==> src/rtl/arb_pkg.sv <==
// Shared types and default widths for the round-robin memory arbiter.
// Optional ARB_FIXED_PRIO_EN (see rr_select) gives client 0 absolute priority.
package arb_pkg;

  localparam int ARB_AW = 24;
  localparam int ARB_DW = 16;

  typedef enum logic [1:0] {
    Idle   = 2'd0,
    Issue  = 2'd1,
    RdWait = 2'd2,
    Ack    = 2'd3
  } arb_state_t;

endpackage

==> src/rtl/rr_select.sv <==
// Combinational round-robin selector: first requester after i_last, with wrap.
// With ARB_FIXED_PRIO_EN defined, client 0 always wins and the rest rotate.
module rr_select #(
  parameter int N  = 4,
  parameter int LW = (N > 1) ? $clog2(N) : 1
) (
  input  logic [N-1:0]  i_req,
  input  logic [LW-1:0] i_last,
  output logic [LW-1:0] o_grant,
  output logic          o_any
);

  logic [N-1:0] w_req;
  logic         w_found_hi;

  always_comb begin
    o_grant    = '0;
    o_any      = |i_req;
    w_found_hi = 1'b0;
`ifdef ARB_FIXED_PRIO_EN
    w_req = i_req & {{(N-1){1'b1}}, 1'b0};
`else
    w_req = i_req;
`endif
    // Descending scans so the lowest qualifying index is the one left in o_grant.
    for (int i = N - 1; i >= 0; i--) begin
      if (w_req[i] && (i > int'(i_last))) begin
        o_grant    = LW'(i);
        w_found_hi = 1'b1;
      end
    end
    if (!w_found_hi) begin
      for (int i = N - 1; i >= 0; i--) begin
        if (w_req[i]) begin
          o_grant = LW'(i);
        end
      end
    end
`ifdef ARB_FIXED_PRIO_EN
    if (i_req[0]) begin
      o_grant = '0;
    end
`endif
  end

endmodule

==> src/rtl/arbiter_rr.sv <==
// Round-robin arbiter forwarding one client transfer at a time to a single memory port.
// Build option ARB_FIXED_PRIO_EN: client 0 (display refresh reader) always has priority.
module arbiter_rr
  import arb_pkg::*;
#(
  parameter int N  = 4,
  parameter int AW = ARB_AW,
  parameter int DW = ARB_DW
) (
  input  logic          clkSYS,
  input  logic          n_reset,
  input  logic [N-1:0]  cli_req,
  output logic [N-1:0]  cli_ack,
  input  logic [N*AW-1:0] cli_addr,
  input  logic [N*DW-1:0] cli_data,
  input  logic [N-1:0]  cli_wr,
  output logic [DW-1:0] cli_rdata,
  output logic          mem_req,
  input  logic          mem_ack,
  output logic [AW-1:0] mem_addr,
  output logic [DW-1:0] mem_data,
  output logic          mem_wr,
  input  logic [DW-1:0] mem_rdata,
  input  logic          mem_rvalid
);

  localparam int LW = (N > 1) ? $clog2(N) : 1;

  arb_state_t    r_state;
  logic [LW-1:0] r_last;
  logic [N-1:0]  r_ack;
  logic [DW-1:0] r_rdata;
  logic          r_mem_req;
  logic [AW-1:0] r_mem_addr;
  logic [DW-1:0] r_mem_data;
  logic          r_mem_wr;

  logic [LW-1:0] w_gnt;
  logic          w_any;
  logic [AW-1:0] w_addr;
  logic [DW-1:0] w_data;
  logic          w_wr;
  logic [N-1:0]  w_onehot;

  rr_select #(
    .N  (N),
    .LW (LW)
  ) u_sel (
    .i_req   (cli_req),
    .i_last  (r_last),
    .o_grant (w_gnt),
    .o_any   (w_any)
  );

  always_comb begin
    w_addr   = '0;
    w_data   = '0;
    w_wr     = 1'b0;
    w_onehot = '0;
    for (int i = 0; i < N; i++) begin
      if (w_gnt == LW'(i)) begin
        w_addr = cli_addr[i*AW +: AW];
        w_data = cli_data[i*DW +: DW];
        w_wr   = cli_wr[i];
      end
      w_onehot[i] = (r_last == LW'(i));
    end
  end

  // r_last doubles as the index of the client currently being served.
  always_ff @(posedge clkSYS or negedge n_reset) begin
    if (!n_reset) begin
      r_state    <= Idle;
      r_last     <= LW'(N - 1);
      r_ack      <= '0;
      r_rdata    <= '0;
      r_mem_req  <= 1'b0;
      r_mem_addr <= '0;
      r_mem_data <= '0;
      r_mem_wr   <= 1'b0;
    end else begin
      case (r_state)
        Idle: begin
          if (w_any) begin
            r_mem_addr <= w_addr;
            r_mem_data <= w_data;
            r_mem_wr   <= w_wr;
            r_mem_req  <= 1'b1;
            r_last     <= w_gnt;
            r_state    <= Issue;
          end
        end
        Issue: begin
          if (mem_ack) begin
            r_mem_req <= 1'b0;
            if (r_mem_wr) begin
              r_ack   <= w_onehot;
              r_state <= Ack;
            end else if (mem_rvalid) begin
              r_rdata <= mem_rdata;
              r_ack   <= w_onehot;
              r_state <= Ack;
            end else begin
              r_state <= RdWait;
            end
          end
        end
        RdWait: begin
          if (mem_rvalid) begin
            r_rdata <= mem_rdata;
            r_ack   <= w_onehot;
            r_state <= Ack;
          end
        end
        Ack: begin
          r_ack   <= '0;
          r_state <= Idle;
        end
        default: begin
          r_ack   <= '0;
          r_state <= Idle;
        end
      endcase
    end
  end

  assign cli_ack   = r_ack;
  assign cli_rdata = r_rdata;
  assign mem_req   = r_mem_req;
  assign mem_addr  = r_mem_addr;
  assign mem_data  = r_mem_data;
  assign mem_wr    = r_mem_wr;

endmodule

==> config.mk <==
export PLATFORM = sky130hd
export DESIGN_NAME = arbiter_rr
export DESIGN_NICKNAME = d
export VERILOG_FILES = /design/src/rtl/arb_pkg.sv /design/src/rtl/rr_select.sv /design/src/rtl/arbiter_rr.sv
export SDC_FILE = /design/constraint.sdc
export NUM_CORES = 1
export LEC_CHECK = 0
export BUFFER_PORTS_ARGS = -buffer_cell sky130_fd_sc_hd__clkbuf_2
export CORE_MARGIN = 4
export CORE_UTILIZATION = 46
export CTS_CLUSTER_DIAMETER = 150
export DETAILED_ROUTE_END_ITERATION = 8
export PLACE_DENSITY = 0.95
export SLEW_MARGIN = 25
export SYNTH_ARGS = -nofsm -noshare
export SYNTH_HDL_FRONTEND = slang
export SYNTH_SLANG_ARGS = --single-unit
==> constraint.sdc <==
create_clock -name clkSYS -period 3.2 [get_ports clkSYS]
set_input_delay 0.64 -clock clkSYS [delete_from_list [all_inputs] [get_ports clkSYS]]
set_output_delay 0.64 -clock clkSYS [all_outputs]
set_load 0.005 [all_outputs]
Yosys cells after proc, flatten, opt, wreduce, memory -nomap -nowiden:

Cells that the tools add are included.
Widths: inputs -> output; s select.

* register bits: 66
* bits of input ports: 188
* logic and storage cells: 79
* output and inout bits: 62

* equality and inequality tests: 13
* order comparisons: 3
* reductions and logical operators: 15
* multiplexer cells: 40

Operators by type and width (count)
* $mux 16: 7
* $mux 24: 4
* $pmux 16 s2: 1
* $mux 2: 11
* $eq 2x2->1 const B: 6
* $mux 4: 3
* $pmux 4 s3: 1
* $mux 1: 11
* $reduce_and 3->1: 3
* $pmux 2 s4: 1
* $eq 2x1->1 const B: 3
* $logic_not 2->1: 3
* $ne 2x2->1 const B: 3
* $gt 2x2->1 const A: 2
* $reduce_and 2->1: 2
* $reduce_bool 2->1: 2
* $reduce_or 4->1: 1
* $logic_and 1x1->1: 3
* $reduce_bool 3->1: 1
* $gt 1x2->1 const A: 1
* $ne 2x1->1 const B: 1
* $pmux 1 s2: 1

Logic depth before layout (Yosys ltp):

Gate-level depths: netlist of run 1.

* depth in word-level cells: 15
* mapped depth: 8
* gate-level depth less buffers: 7

Cells and area by module:

Synthesis of run 1 repeated with hierarchy kept, for this count alone.

* cells, all modules: 251
* area, all modules: 3885.0 um^2

Modules (own cells, without submodules)
* arbiter_rr: area an instance 3806.2 um^2, seq. area each 1654.1 um^2, cells each 237, instances 1
* rr_select: area an instance 78.8 um^2, seq. area each 0.0 um^2, cells each 14, instances 1

Worst setup path before layout of run 1:

No wires, ideal clock.

* kind: input to register
* start: input cli_req[3]
* end: register r_mem_addr[3], in the netlist mem_addr[3]
* stages: 8
* setup slack: 1.216 ns
* library setup time: 0.128 ns
* arrival: 1.856 ns
* data required time: 3.072 ns
* cells stage by stage: buf_2 > nor2b_1 > o21ai_1 > and3_1 > buf_6 > buf_6 > a221oi_1 > o21ai_1

* cells in the longest elaborated chain, start to end: 14
* elaborated cells between the ends (all ways): 22
* those cells by class: 3 x eq/ne; 15 x mux; 4 x reduce/logical

RTL lines
* start, declared: RTL line arbiter_rr.sv:12 `input logic [N-1:0] cli_req,`
* $logic_and 1x1->1: RTL line rr_select.sv:27 `if (w_req[i] && (i > int'(i_last))) begin`
* $mux 2 (3 in a row): RTL line rr_select.sv:27
* $mux 2 (4 in a row): RTL line rr_select.sv:34 `if (w_req[i]) begin`
* $mux 2: RTL line rr_select.sv:32 `if (!w_found_hi) begin`
* $logic_not 2->1: RTL line arbiter_rr.sv:61 `if (w_gnt == LW'(i)) begin`
* $mux 24 (4 in a row): RTL line arbiter_rr.sv:61
* end signal, assigned: RTL line arbiter_rr.sv:85 `r_mem_addr <= w_addr;`
* end, declared: RTL line arbiter_rr.sv:34 `logic [AW-1:0] r_mem_addr;`

Several ways; a longest one is shown, not always the timed one.
A chain may end at the register's enable or synchronous reset.

Final worst setup path of run 1:

* start: register r_last[1]
* end: register r_mem_addr[5], in the netlist mem_addr[5]

* cells in the longest elaborated chain, start to end: 15
* elaborated cells between the ends (all ways): 25
* those cells by class: 3 x order compare; 3 x eq/ne; 15 x mux; 4 x reduce/logical

RTL lines
* start, declared: RTL line arbiter_rr.sv:30 `logic [LW-1:0] r_last;`
* start signal, assigned: RTL line arbiter_rr.sv:74 `r_last <= LW'(N - 1);`
* start signal, assigned: RTL line arbiter_rr.sv:89 `r_last <= w_gnt;`
* $gt 2x2->1: RTL line rr_select.sv:27
* $logic_and 1x1->1: RTL line rr_select.sv:27
* $mux 2 (3 in a row): RTL line rr_select.sv:27
* $mux 2 (4 in a row): RTL line rr_select.sv:34
* $mux 2 *: RTL line rr_select.sv:32
* $logic_not 2->1: RTL line arbiter_rr.sv:61
* $mux 24 (3 in a row): RTL line arbiter_rr.sv:61
* $mux 24 *: RTL line arbiter_rr.sv:61

Mark *: on every way between the ends. The rest lies on a longest branch, timed or not.

==> impl_metrics.json, run 1 <==
{
  "outcome": "complete, no violations",
  "die_y_um": 98.4,
  "slowest_stage": "and3_2",
  "ys_top_cells_by_area": "dfrtp_1, o221ai_1, a221oi_1, nand2_1, o21ai_1",
  "numCtsBuffers": 9,
  "cap_viol_max_count": 0,
  "timing.fmax_mhz": 403,
  "r2r_end": "mem_addr[5]$_DFFE_PN0P_",
  "grt_usage": 0.264,
  "async_flop_share": 1.00,
  "synth_nets": 565,
  "fp.dieW_um": 98.4,
  "rsz0062_at_grt": "false",
  "netlist_instances": 372,
  "cts_tree": "built",
  "antenna_found_initial": 0,
  "drtIter0Drc": 134,
  "ctsHoldBuffers": 0,
  "synth-edff-count": 0,
  "cts.clk_slew.worst_paths_ns": 0.08,
  "slew_headroom": 0.316,
  "core_area_um2": 7850,
  "dieArea_um2": 9690,
  "num_rows": 32,
  "hp-class": "in -> async",
  "post-cts-setup-buffers": 0,
  "setup_viol": 0,
  "start_util": 0.479,
  "path_delay_family": "simple AND/OR/NAND/NOR gates",
  "cts_max_path_buffers": 2,
  "hold_viol_final": 0,
  "synth_largest_area_cell": "dfrtp_1",
  "tightest_slew_ns": 1.02,
  "drcViolationCount": 0,
  "fin_nets": 794,
  "area_growth_pct": 39.6,
  "grt_pass1_vias": 4349,
  "synth-main-ff-cell": "dfrtp_1",
  "instances_no_fill": 708,
  "yosysWarnings": 0,
  "netlist_area_um2": 3760,
  "cts_htree_levels": 3,
  "vias_per_cell": 5.89,
  "reg2reg_depth": 5,
  "drtAntennaViolNets": 0,
  "place.gp.congestion": 0.863,
  "setup.worst_path.end_class": "register",
  "peakVddDrop_mv": 0.440,
  "dr_total_vias": 4173,
  "grt-ovfl-total": 0,
  "crit_fanout": 43,
  "clock_sinks": 66,
  "crit_buf_inv": 0,
  "synth.avg_cell_area_um2": 10.1,
  "hpwl_mm": 10.2,
  "r2r-start": "r_last[1]$_DFFE_PN1P_",
  "dpl.cell_count": 692,
  "grt_pass1_wl_mm": 20.8,
  "cp_cell_sequence": "a21boi_0, o21ai_0, and3_2, a221oi_1, o31ai_1",
  "wl_per_cell_um": 18.9,
  "finalCritPeriodShare": 0.776,
  "cp-start-kind": "register",
  "wl_mm": 13.4,
  "clock_skew_ns": 0.00660,
  "ios": 250,
  "drv_slew": 0,
  "crit_path_max_incr_delay_ns": 0.84,
  "power_density_nw_per_um2": 911,
  "ys_types": 43,
  "reg2reg_setup_slack_ns": 0.72,
  "antenna_cells": 0,
  "grt_max_degree": 45,
  "drive_gt1_frac": 0.512,
  "cts_root_buf": "clkbuf_8",
  "port_buffers": 249,
  "clock_latency_ns": 0.34,
  "path_class": "reg -> reg",
  "finalCriticalPeriod_ns": 2.48,
  "synth_top_cell_area_share": 0.426,
  "crit_required_ns": 3.45,
  "ctsResizeCount": 0,
  "fin_setup_tns_ns": 0,
  "ys_ff_latch": 66,
  "p_leak_nw": 2.59,
  "drtPass1Iterations": 5,
  "worstPathArrival_ns": 2.73,
  "yosysSeqAreaShare": 0.440
}
worst max-delay path by stage:
stage                     startpoint                        to  cells after the start
2_1_floorplan             cli_req[3]   mem_addr[3]$_DFFE_PN0P_                      8
3_5_place_dp              cli_req[3]  mem_addr[13]$_DFFE_PN0P_                      6
6_report       r_last[1]$_DFFE_PN1P_   mem_addr[5]$_DFFE_PN0P_                      5
5_1_grt        r_last[1]$_DFFE_PN1P_  mem_data[13]$_DFFE_PN0P_                      5
3_3_place_gp              cli_req[3]  mem_addr[13]$_DFFE_PN0P_                      6
4_1_cts        r_last[1]$_DFFE_PN1P_  mem_addr[13]$_DFFE_PN0P_                      5
worst register-to-register path, stage by stage (launching register included):
cell	delay, ns
dfstp_2	0.68
a21boi_0	0.16
o21ai_0	0.17
and3_2	0.84
a221oi_1	0.28
o31ai_1	0.26
state kept, by name, summed over array words and instances (netlist names):
| name | cells |
|---|---|
| mem_addr | 24 |
| cli_rdata | 16 |
| mem_data | 16 |
| cli_ack | 4 |
| r_last | 2 |
| r_state | 2 |
| mem_req | 1 |
| mem_wr | 1 |
kinds of logic (layout without fill, tap and decap cells):
family                     Yosys count  after routing  share of synthesized area
adders and majority gates            5              5                     0.0166
DFF                                 66             66                      0.440
AOI/OAI and AO/OA                  159            159                      0.336
buffers and inverters               43            277                     0.0612
xor gates and xnor gates             1              1                    0.00233
muxes                               17             17                     0.0506
and+or+nand+nor                     81             81                     0.0932
synth_stat cells, types with 2 or more instances:
library cell	number
buf_6	5
buf_2	19
o31ai_1	4
mux2_2	16
o21ai_1	38
inv_1	6
a2bb2oi_1	4
and3_1	2
buf_4	2
a22oi_1	2
nor3_1	5
nor2b_1	5
o221a_2	2
o221ai_1	37
ha_1	5
nand2_1	53
clkbuf_1	11
dfrtp_1	64
a221oi_1	29
o21ai_0	13
a221oi_2	12
dfstp_2	2
a32oi_1	3
o211ai_1	2
nor2_1	10
a21oi_1	4
cell usage in the layout (no fill, tap or decap), types with 5 or more instances in the layout:
master / netlist / layout
nor2_1: 10 / 10
o221ai_1: 37 / 37
a221oi_2: 12 / 12
dfrtp_1: 64 / 64
o21ai_1: 38 / 38
nand2_1: 53 / 53
clkbuf_8: 0 / 9
nor3_1: 5 / 5
o21ai_0: 13 / 13
mux2_2: 16 / 16
a221oi_1: 29 / 29
clkbuf_2: 0 / 248
inv_1: 6 / 6
ha_1: 5 / 5
cell type report:
cell class	instances	area [µm²]
fillers	656	2600
multi-input cells	263	1910
flip-flops and latches	66	1650
repair buffers	255	1320
well taps	102	128
clock buffers	9	124
clock inverters	7	93.8
inverters	6	22.5
power breakdown:
part	internal (W)	leakage (nW)	total [W]	switching (W)
registers	0.00126	0.803	0.00155	0.000285
logic	0.00106	1.68	0.00246	0.00140
clock network	0.000437	0.105	0.000772	0.000335
metrics by stage:
stage	hold slack (ns)	total power (W)	util	cell area, µm²	setup slack, ns
after global routing	0.402	0.00513	0.669	5250	0.526
final	0.356	0.00478	0.669	5250	0.716
after floorplan	0.344	0.00310	-	3760	1.22
after detailed placement	0.475	0.00403	0.641	5030	0.603
after CTS	0.370	0.00480	0.669	5250	0.788
after global placement	0.472	0.00387	0.641	5030	0.743
routing by layer:
layer | vias to the layer above | share of wire | track usage
met3 | 27 | 0.090 | 0.0694
met5 | - | 0 | 0
li1 | 1930 | - | -
met1 | 1972 | 0.38 | 0.314
met4 | 0 | 0.020 | 0.0966
met2 | 244 | 0.51 | 0.461
Power figures use the tool's default switching activity.
==> run 2, diff against run 1 <==
- CORE_UTILIZATION: 46 -> 43
- PLACE_DENSITY: 0.95 -> 0.91
- clock period: 3.2 -> 2.6 ns (I/O delays scaled with it)
==> impl_metrics.json, run 2 (synthesis gave the netlist of run 1 again) <==
{
  "place.gp.congestion": 0.902,
  "antenna_cells": 0,
  "clock_skew_ns": 0.0124,
  "finalCriticalPeriod_ns": 2.45,
  "setup.worst_path.end_class": "register",
  "slew_headroom": 0.343,
  "hold_viol_final": 0,
  "switchingPower_w": 0.00250,
  "drtPass1Iterations": 5,
  "hpwl_mm": 9.99,
  "fin_nets": 795,
  "p_leak_nw": 2.59,
  "hp-class": "in -> async",
  "peakVddDrop_mv": 0.482,
  "drive_gt1_frac": 0.512,
  "comb_power_share": 0.515,
  "fin_util": 0.629,
  "wl_per_cell_um": 18.6,
  "cts_htree_levels": 3,
  "grt_pass1_wl_mm": 20.0,
  "clock_sinks": 66,
  "post-cts-setup-buffers": 0,
  "cap_viol_max_count": 0,
  "antenna_found_initial": 0,
  "grt_max_degree": 45,
  "timing.fmax_mhz": 409,
  "reg2reg_setup_slack_ns": 0.15,
  "p_sw_frac": 0.422,
  "postPlaceCellArea_um2": 5040,
  "drv_slew": 0,
  "design_area_um2": 5270,
  "rsz0062_at_grt": "false",
  "p_seq_frac": 0.321,
  "grt_pass1_vias": 4243,
  "final_common_cell": "clkbuf_2",
  "crit_required_ns": 2.84,
  "outcome": "complete, no violations",
  "largest_reg_flops": 24,
  "setup_viol": 0,
  "pwr-share-clk": 0.165,
  "clock_latency_ns": 0.34,
  "internal_power_w": 0.00342,
  "drcViolationCount": 0,
  "core_area_um2": 8380,
  "port_buffers": 249,
  "grt-ovfl-total": 0,
  "dieArea_um2": 10300,
  "report.power.total_w": 0.00592,
  "cts.clk_slew.worst_paths_ns": 0.09,
  "numCtsBuffers": 9,
  "cts_max_path_buffers": 2,
  "grt_usage": 0.247,
  "start_util": 0.449,
  "die_y_um": 102,
  "power_density_nw_per_um2": 1120,
  "cts_tree": "built",
  "fp.dieW_um": 102,
  "cp-start-kind": "register",
  "layout_common_cells": "clkbuf_2, dfrtp_1, nand2_1, o21ai_1, o221ai_1",
  "wl_mm": 13.2,
  "ios": 250,
  "path_class": "reg -> reg",
  "fin_setup_tns_ns": 0,
  "area_growth_pct": 40.2,
  "dr_total_vias": 4241,
  "num_rows": 33,
  "crit_fanout": 44,
  "vias_per_cell": 5.96,
  "worstPathArrival_ns": 2.69,
  "finalCritPeriodShare": 0.941,
  "cts_root_buf": "clkbuf_8",
  "drtIter0Drc": 200,
  "drtAntennaViolNets": 0,
  "tightest_slew_ns": 0.983
}
-- run 2: cell types whose count changed in the layout (fill, tap and decap cells not counted), sizes merged --
cell / previous run / this run
clkinv: 3 / 2
inv: 6 / 7
buf: 7 / 8
-- run 2: cell type report --
class	count	area (µm²)
clock buffers	9	124
clock inverters	7	101
fillers	701	3110
inverters	6	22.5
multi-input cells	263	1910
flip-flops and latches	66	1650
well taps	105	131
repair buffers	256	1320
-- run 2: path summary, 6_finish.rpt --
kind                                        endpoint  cells past startpoint                    start
setup / recovery                  mem_wr$_DFFE_PN0P_                      5   r_state[0]$_DFFE_PN0P_
hold / removal              mem_data[13]$_DFFE_PN0P_                      1                  n_reset
setup reg to reg                  mem_wr$_DFFE_PN0P_                      5   r_state[0]$_DFFE_PN0P_
hold reg to reg              mem_addr[8]$_DFFE_PN0P_                      2  mem_addr[8]$_DFFE_PN0P_
max in group asynchronous      r_last[1]$_DFFE_PN1P_                      2                  n_reset
min in group clkSYS        cli_rdata[12]$_DFFE_PN0P_                      2            mem_rdata[12]
-- run 2: metal layers --
layer / global-route usage / share of wire / up-vias
met2: 0.432 / 0.51 / 298
met3: 0.0682 / 0.10 / 43
met4: 0.0982 / 0.032 / 0
met5: 0 / 0 / -
li1: - / - / 1923
met1: 0.287 / 0.35 / 1977
-- run 2: stage by stage --
stage               hold WS [ns]  std cells  setup WS, ns
floorplan                  0.224        372         0.736
global placement           0.472        696         0.255
detailed placement         0.477        696        0.0248
CTS                        0.207        712         0.131
global route               0.241        712        0.0377
finish                     0.195        712         0.153
-- run 2: critical path, stage by stage (launching register included) --
cell and delay, ns:
dfrtp_1 0.40, inv_1 0.15, ha_1 0.27, nor2b_4 0.84, nand2_1 0.36, o31ai_1 0.33
-- run 2: power groups by stage --
| stage | Combinational, W | Sequential [W] | Clock, W |
|---|---|---|---|
| after CTS | 0.00306 | 0.00189 | 0.000998 |
| after detailed placement | 0.00306 | 0.00190 | 0 |
| after global placement | 0.00289 | 0.00188 | 0 |
| after floorplan | 0.00194 | 0.00187 | 0 |
| after global routing | 0.00337 | 0.00196 | 0.00105 |
| final | 0.00305 | 0.00190 | 0.000974 |
-- run 2: timing repair --
action / CTS / global route
gates resized for setup: 0 / 1
hold buffers: 0 / 0
endpoints found under the setup margin: 0 / 1
